File: src/rtl/u_cla_pkg.sv
// u_cla_pkg: shared FSM state type and slice width for the nibble-serial adder
package u_cla_pkg;
  localparam int SLICE_W = 4;
  typedef enum logic [1:0] {IDLE, RUN, DONE} state_t;
endpackage

File: src/rtl/u_cla_slice4.sv
// u_cla_slice4: combinational 4-bit carry-lookahead adder slice
module u_cla_slice4
  import u_cla_pkg::*;
(
  input  logic               cin,
  input  logic [SLICE_W-1:0] a,
  input  logic [SLICE_W-1:0] b,
  output logic [SLICE_W-1:0] sum,
  output logic               cout
);
  logic [SLICE_W-1:0] p, g, c;
  assign p = a ^ b;
  assign g = a & b;
  assign c[0] = cin;
  assign c[1] = g[0] | (p[0] & cin);
  assign c[2] = g[1] | (p[1] & g[0]) | (p[1] & p[0] & cin);
  assign c[3] = g[2] | (p[2] & g[1]) | (p[2] & p[1] & g[0]) | (p[2] & p[1] & p[0] & cin);
  assign cout = g[3] | (p[3] & g[2]) | (p[3] & p[2] & g[1]) | (p[3] & p[2] & p[1] & g[0])
              | (p[3] & p[2] & p[1] & p[0] & cin);
  assign sum = p ^ c;
endmodule

File: src/rtl/u_cla_seq_ctrl.sv
// u_cla_seq_ctrl: two-requester round-robin front end for a nibble-serial CLA adder
module u_cla_seq_ctrl
  import u_cla_pkg::*;
#(
  parameter int W = 16
) (
  input  logic         clk,
  input  logic         rst,
  input  logic         req0_valid,
  output logic         req0_ready,
  input  logic [W-1:0] req0_a,
  input  logic [W-1:0] req0_b,
  input  logic         req1_valid,
  output logic         req1_ready,
  input  logic [W-1:0] req1_a,
  input  logic [W-1:0] req1_b,
  output logic         rsp_valid,
  input  logic         rsp_ready,
  output logic         rsp_id,
  output logic [W:0]   rsp_sum
);
  localparam int N = W / SLICE_W;
  localparam int IW = (N > 1) ? $clog2(N) : 1;
  localparam logic [IW-1:0] LAST = IW'(N - 1);
  state_t state_q, state_d;
  logic [W-1:0] a_q, a_d, b_q, b_d;
  logic [W:0] sum_q, sum_d;
  logic [IW-1:0] idx_q, idx_d;
  logic id_q, id_d, cy_q, cy_d, rr_q, rr_d;
  logic gnt_any, gnt_id, accept;
  logic [SLICE_W-1:0] s_a, s_b, s_sum;
  logic s_cout;
  // rr_q names the requester favoured when both are valid
  assign gnt_any = req0_valid | req1_valid;
  assign gnt_id = (req0_valid & req1_valid) ? rr_q : req1_valid;
  assign accept = (state_q == IDLE) & gnt_any & ~rst;
  assign req0_ready = accept & ~gnt_id;
  assign req1_ready = accept & gnt_id;
  assign s_a = a_q[idx_q*SLICE_W +: SLICE_W];
  assign s_b = b_q[idx_q*SLICE_W +: SLICE_W];
  u_cla_slice4 u_slice (
    .cin  (cy_q),
    .a    (s_a),
    .b    (s_b),
    .sum  (s_sum),
    .cout (s_cout)
  );
  assign rsp_valid = (state_q == DONE);
  assign rsp_id = id_q;
  assign rsp_sum = sum_q;
  // Next-state: grant in IDLE, one nibble per RUN cycle, hold result in DONE
  always_comb begin
    state_d = state_q;
    a_d = a_q;
    b_d = b_q;
    sum_d = sum_q;
    idx_d = idx_q;
    id_d = id_q;
    cy_d = cy_q;
    rr_d = rr_q;
    if (state_q == IDLE && gnt_any) begin
      state_d = RUN;
      a_d = gnt_id ? req1_a : req0_a;
      b_d = gnt_id ? req1_b : req0_b;
      id_d = gnt_id;
      rr_d = ~gnt_id;
      cy_d = 1'b0;
      idx_d = '0;
    end
    if (state_q == RUN) begin
      sum_d[idx_q*SLICE_W +: SLICE_W] = s_sum;
      cy_d = s_cout;
      if (idx_q == LAST) begin
        sum_d[W] = s_cout;
        state_d = DONE;
      end else begin
        idx_d = idx_q + 1'b1;
      end
    end
    if (state_q == DONE && rsp_ready) state_d = IDLE;
  end
  // State and datapath registers, cleared asynchronously
  always_ff @(posedge clk or posedge rst) begin
    if (rst) begin
      state_q <= IDLE;
      a_q <= '0;
      b_q <= '0;
      sum_q <= '0;
      idx_q <= '0;
      id_q <= 1'b0;
      cy_q <= 1'b0;
      rr_q <= 1'b0;
    end else begin
      state_q <= state_d;
      a_q <= a_d;
      b_q <= b_d;
      sum_q <= sum_d;
      idx_q <= idx_d;
      id_q <= id_d;
      cy_q <= cy_d;
      rr_q <= rr_d;
    end
  end
endmodule

File: config.mk
export PLATFORM = sky130hd
export DESIGN_NAME = u_cla_seq_ctrl
export DESIGN_NICKNAME = d
export VERILOG_FILES = /design/src/rtl/u_cla_pkg.sv /design/src/rtl/u_cla_slice4.sv /design/src/rtl/u_cla_seq_ctrl.sv
export SDC_FILE = /design/constraint.sdc
export NUM_CORES = 1
export LEC_CHECK = 0
export CAP_MARGIN = 20
export CORE_MARGIN = 2
export CORE_UTILIZATION = 41
export DETAILED_ROUTE_END_ITERATION = 8
export PLACE_DENSITY = 0.76
export SYNTH_ARGS = -nofsm -noshare
export SYNTH_HDL_FRONTEND = slang
export SYNTH_SLANG_ARGS = --single-unit
File: constraint.sdc
create_clock -name clk -period 2.48 [get_ports clk]
set_input_delay 0.248 -clock clk [delete_from_list [all_inputs] [get_ports clk]]
set_output_delay 0.248 -clock clk [all_outputs]
set_load 0.05 [all_outputs]
After elaboration in Yosys (flattened, before gate mapping)
Cells that the tools add are included.

Output and inout bits: 21. Bits in registers: 56. Input bits: 69.

Bitwise gates (word level): 37. Reductions and logical operators: 4. Eq/ne operators: 3. Mux-type cells: 14. Shifts and indexed selects: 4. $add $sub $neg: 2.

Operator list (number): 4-bit negation with 34-bit output (1); 4-bit by 34-bit variable shift with 17-bit output (first input constant) (1); 4-bit by 34-bit indexed part select with 17-bit output (1); 16-bit two-way mux (2); 16-bit by 5-bit indexed part select with 4-bit output (2); 1-bit AND (21); 17-bit bitwise mux (1); 2-bit two-way mux (7); 1-bit OR (11); 4-bit bitwise XOR (2); 4-bit AND (1); 2-bit equality test (second input constant) (2); 1-bit two-way mux (4); 2-bit by 1-bit adder with 2-bit output (second input constant) (1); 2-bit by 1-bit equality test with 1-bit output (second input constant) (1); 1-bit logical AND (2); 2-bit zero test (1); 1-bit inverter (2); 2-bit nonzero test (1).

Depth between registers and ports, before layout
Depth after elaboration: 10. Gate-level depth with buffers: 7. Gate-level depth less buffers: 6.

Cells and area by module
From an unflattened synthesis, not the netlist that was laid out.

Cell total of the unflattened synthesis: 246. Area, all modules: 2926.6 um^2.

By module, submodules not included: u_cla_seq_ctrl (cells an instance 229, area an instance 2778.9 um^2, times used 1, seq. area each 1401.3 um^2); u_cla_slice4 (cells an instance 17, area an instance 147.6 um^2, times used 1, seq. area each 0.0 um^2).

Worst setup path before layout
OpenSTA, ideal clock, no wires.

Path kind: reg-to-reg. Start point: register idx_q[0]. End point: register sum_q[15] (netlist: rsp_sum[15]). Path buffers: 1. Setup slack: 0.073 ns. Stages on the path, launching flop included: 8. Data required time: 2.359 ns. Library setup time: 0.121 ns. Arrival: 2.286 ns. Cell sequence: dfrtp_1 -> buf_4 -> mux4_2 -> ha_1 -> a41oi_1 -> o21ai_0 -> xor2_1 -> a22o_1.

Longest elaborated chain between the ends: 9.

Ends and longest elaborated chain: start, declared (RTL line u_cla_seq_ctrl.sv:28) `logic [IW-1:0] idx_q, idx_d;`; start signal, assigned (RTL line u_cla_seq_ctrl.sv:98) `idx_q <= idx_d;`; 16-bit by 5-bit indexed part select with 4-bit output, on equally long branches (RTL line u_cla_seq_ctrl.sv:39, u_cla_seq_ctrl.sv:40); 4-bit bitwise XOR or 4-bit AND (tied branches) (RTL line u_cla_slice4.sv:12, u_cla_slice4.sv:13); 1-bit AND (RTL line u_cla_slice4.sv:17) `assign c[3] = g[2] | (p[2] & g[1]) | (p[2] & p[1] & g[0]) | (p[2] & p[1] & p[0] & cin);`; 1-bit OR or 1-bit AND (tied branches) (2 in a row) (RTL line u_cla_slice4.sv:17); 1-bit OR (RTL line u_cla_slice4.sv:17); 4-bit bitwise XOR (RTL line u_cla_slice4.sv:20) `assign sum = p ^ c;`; 4-bit by 34-bit indexed part select with 17-bit output (RTL line u_cla_seq_ctrl.sv:71) `sum_d[idx_q*SLICE_W +: SLICE_W] = s_sum;`; 17-bit bitwise mux * (RTL line u_cla_seq_ctrl.sv:71); end signal, assigned (RTL line u_cla_seq_ctrl.sv:97) `sum_q <= sum_d;`; end, declared (RTL line u_cla_seq_ctrl.sv:27) `logic [W:0] sum_q, sum_d;`.

Mark *: on every way between the ends. The rest lies on a longest branch, timed or not. A chain may end at the register's enable or synchronous reset.

Worst setup path in the final report
Start point: register idx_q[1]. End point: register sum_q[15] (netlist: rsp_sum[15]).

The elaborated chain is that of the path after synthesis.

==> results.sh <==
export IMPL_final_nets=408
export IMPL_cp_data_required_time_ps=2680
export IMPL_ioPinCount=90
export IMPL_die_area_sq_um=7299
export IMPL_leakage_nw=1.863
export IMPL_ant_nets=0
export IMPL_worstReg2RegStart="idx_q[1]"
export IMPL_die_h_um=85.44
export IMPL_syn_area_per_cell_sq_um=11.72
export IMPL_r2r_setup_slack_ps=100
export IMPL_cts_tree="built"
export IMPL_grt_max_degree=57
export IMPL_placed_area_sq_um=3695
export IMPL_layout_commonest_cell="clkdlybuf4s50_1"
export IMPL_fin_crit_sh=0.9585
export IMPL_swShare=0.2140
export IMPL_dp_hpwl_um=5174
export IMPL_ys_warnings_count=0
export IMPL_synth_simple_gate_area_frac=0.09020
export IMPL_synthToLayoutAreaGrowth_pct=41.51
export IMPL_post_route_min_period_ps=2377
export IMPL_fin_area_sq_um=3847
export IMPL_max_slew_margin=0.3921
export IMPL_worstPathArrival_ps=2580
export IMPL_slew_violations=0
export IMPL_cp_endpoint="rsp_sum[15]"
export IMPL_cell_internal_pwr_mw=1.200
export IMPL_layout_cells_non_filler=405
export IMPL_syn_area_sq_um=2719
export IMPL_initial_core_util=0.4257
export IMPL_htreeDepth=2
export IMPL_peakVddDrop_v=0.0002349
export IMPL_synth_main_ff_cell="dfrtp_1"
export IMPL_outcome="completed"
export IMPL_grt_pass1_vias=2250
export IMPL_finalWeightedCongestion=0.7947
export IMPL_endpoint_kind="register"
export IMPL_core_area_sq_um=6386
export IMPL_synth_compound_area_frac=0.1928
export IMPL_synthArstFlopShare=1.000
export IMPL_routed_via_density=5.694
export IMPL_synth_nets=312
export IMPL_overflow=0
export IMPL_critical_path_class="reg -> reg"
export IMPL_cts_root_buf="clkbuf_8"
export IMPL_synthCells=232
export IMPL_drtPass1Iterations=9
export IMPL_die_x_um=85.44
export IMPL_antenna_cells=0
export IMPL_seq_power_share=0.598
export IMPL_hold_path_class="reg -> reg"
export IMPL_synth_adder_area_share=0.05338
export IMPL_p_switching_uw=326.6
export IMPL_multi_input_area_sq_um=1161
export IMPL_fin_worst_skew_ps=2.191
export IMPL_rsz0062_at_grt="no"
export IMPL_hold_depth=2
export IMPL_drc=0
export IMPL_worst_pin_slew_ps=911.9
export IMPL_track_usage=0.1896
export IMPL_synthXorXnorAreaFrac=0.009664
export IMPL_synth_top_family_by_area="compound AO/OA/AOI/OAI gates"
export IMPL_critical_path_startpoint_type="register"
export IMPL_drive_gt1_frac=0.1189
export IMPL_drt_wl_total_um=6815
export IMPL_antenna_found_initial=0
export IMPL_dp_cells=392
export IMPL_synthDistinctLibCells=33
export IMPL_yosysSeqAreaShare=0.5154
export IMPL_clk_pin_slew_ps=100
export IMPL_maxCapViolations=0
export IMPL_clk_latency_ps=300
export IMPL_clock_power_share=0.316
export IMPL_path_max_fanout=12
export IMPL_routedWlPerCell_um=16.83
export IMPL_setup_viol=0
export IMPL_grt_pass1_wl_um=10920
export IMPL_reg2reg_depth=7
export IMPL_hold_buffers=0
export IMPL_final_cell_mix="clkdlybuf4s50_1 (87), dfrtp_1 (55), inv_1 (29)"
export IMPL_clock_path_buffers=2
export IMPL_numCtsBuffers=5
export IMPL_synth_edf_count=0
export IMPL_synthMuxAreaShare=0.07041
export IMPL_r2r_end="rsp_sum[15]"
export IMPL_max_freq_mhz=420.7
export IMPL_startpoint="idx_q[1]"
export IMPL_holdWs_ps=504.7
export IMPL_finalHoldViolCount=0
export IMPL_power_frac_comb=0.087
export IMPL_synth_seq_cells=56
export IMPL_fp_row_count=29
export IMPL_cts_sinks=56
export IMPL_seq_area_sq_um=1403
export IMPL_nFillCells=529
export IMPL_port_buffers=89
export IMPL_powerDensity_nw_per_um2=396.7
export IMPL_vias=2306
export IMPL_drt_iter0_markers=250
[worst min path at each step]
stage                     startpoint    endpoint  slack, ps
after floorplan            rsp_ready  state_q[1]        340
after global placement          rr_q        rr_q        470
after detailed placement        rr_q        rr_q        480
after CTS                       rr_q        rr_q        510
after global routing       rsp_ready  state_q[1]        520
final                        a_q[11]     a_q[11]        500
[metrics by stage]
stage | power [mW] | setup TNS, ps | setup slack, ps | utilization
after floorplan | 0.9454 | 0 | 73.23 | -
after global placement | 1.061 | 0 | 72.78 | 0.5786
after detailed placement | 1.064 | -125.5 | -35.31 | 0.5786
after CTS | 1.530 | 0 | 82.02 | 0.5915
after global routing | 1.577 | 0 | 0.9168 | 0.6025
final | 1.526 | 0 | 102.8 | 0.6025
[area by class of cell]
class                      count  area share
timing repair buffer         100      0.2582
tap                           77     0.02504
multi-input combinational    135      0.3018
inverter                      30     0.02927
clock inverter                 2    0.003252
clock buffer                   5     0.01789
sequential                    56      0.3646
[per-layer routing]
layer | track usage | wire length (um)
met5 | 0 | 0
met1 | 0.2484 | 2912
met4 | 0.05339 | 119
met3 | 0.04086 | 344
met2 | 0.3189 | 3439
[synth_stat cells, types with 2 or more instances]
| library cell | instances | share of area |
|---|---|---|
| xor2_1 | 2 | 0.0064 |
| nor3_1 | 2 | 0.0037 |
| clkbuf_1 | 3 | 0.0041 |
| nand3_1 | 2 | 0.0037 |
| o22ai_1 | 7 | 0.016 |
| o21ai_0 | 3 | 0.0055 |
| buf_2 | 4 | 0.0074 |
| buf_6 | 3 | 0.012 |
| nor2_1 | 21 | 0.029 |
| ha_1 | 10 | 0.046 |
| a21oi_1 | 6 | 0.011 |
| nand2b_1 | 3 | 0.0069 |
| mux4_2 | 8 | 0.066 |
| nor2b_1 | 3 | 0.0069 |
| inv_1 | 30 | 0.041 |
| nand2_1 | 12 | 0.017 |
| a222oi_1 | 25 | 0.092 |
| a22o_1 | 17 | 0.055 |
| nor4_2 | 2 | 0.0092 |
| dfrtp_1 | 56 | 0.52 |
[power by group through the flow]
| stage | logic (mW) | registers, mW | clock network, mW |
|---|---|---|---|
| after floorplan | 0.0149 | 0.930 | 0 |
| after global placement | 0.131 | 0.930 | 0 |
| after detailed placement | 0.133 | 0.930 | 0 |
| after CTS | 0.134 | 0.912 | 0.484 |
| after global routing | 0.142 | 0.912 | 0.522 |
| final | 0.132 | 0.912 | 0.482 |
[critical path, stage by stage (launching register included)]
cell and delay, ps:
dfrtp_1 660, mux4_2 380, ha_1 350, a41oi_1 220, o21ai_1 130, xor2_1 180
buf_4 150, a22o_1 190
[flip-flops by register name, indices dropped and copies added (netlist names)]
register,count
rsp_sum,17
a_q,16
b_q,16
idx_q,2
state_q,2
cy_q,1
rr_q,1
rsp_id,1
[logic make-up after synthesis]
family | after synthesis
simple gates | 49
compound gates | 63
flops | 56
mux | 9
fa+ha+maj | 11
xor+xnor | 3
buf+inv | 41
[repair_timing]
item                                    4_1_cts  5_1_grt
pin swaps                                     0        1
buffers inserted                              0        6
resized for setup                             1        3
hold endpoints to repair                      0        0
endpoints found under the setup margin        4        4
Power figures use the tool's default switching activity.
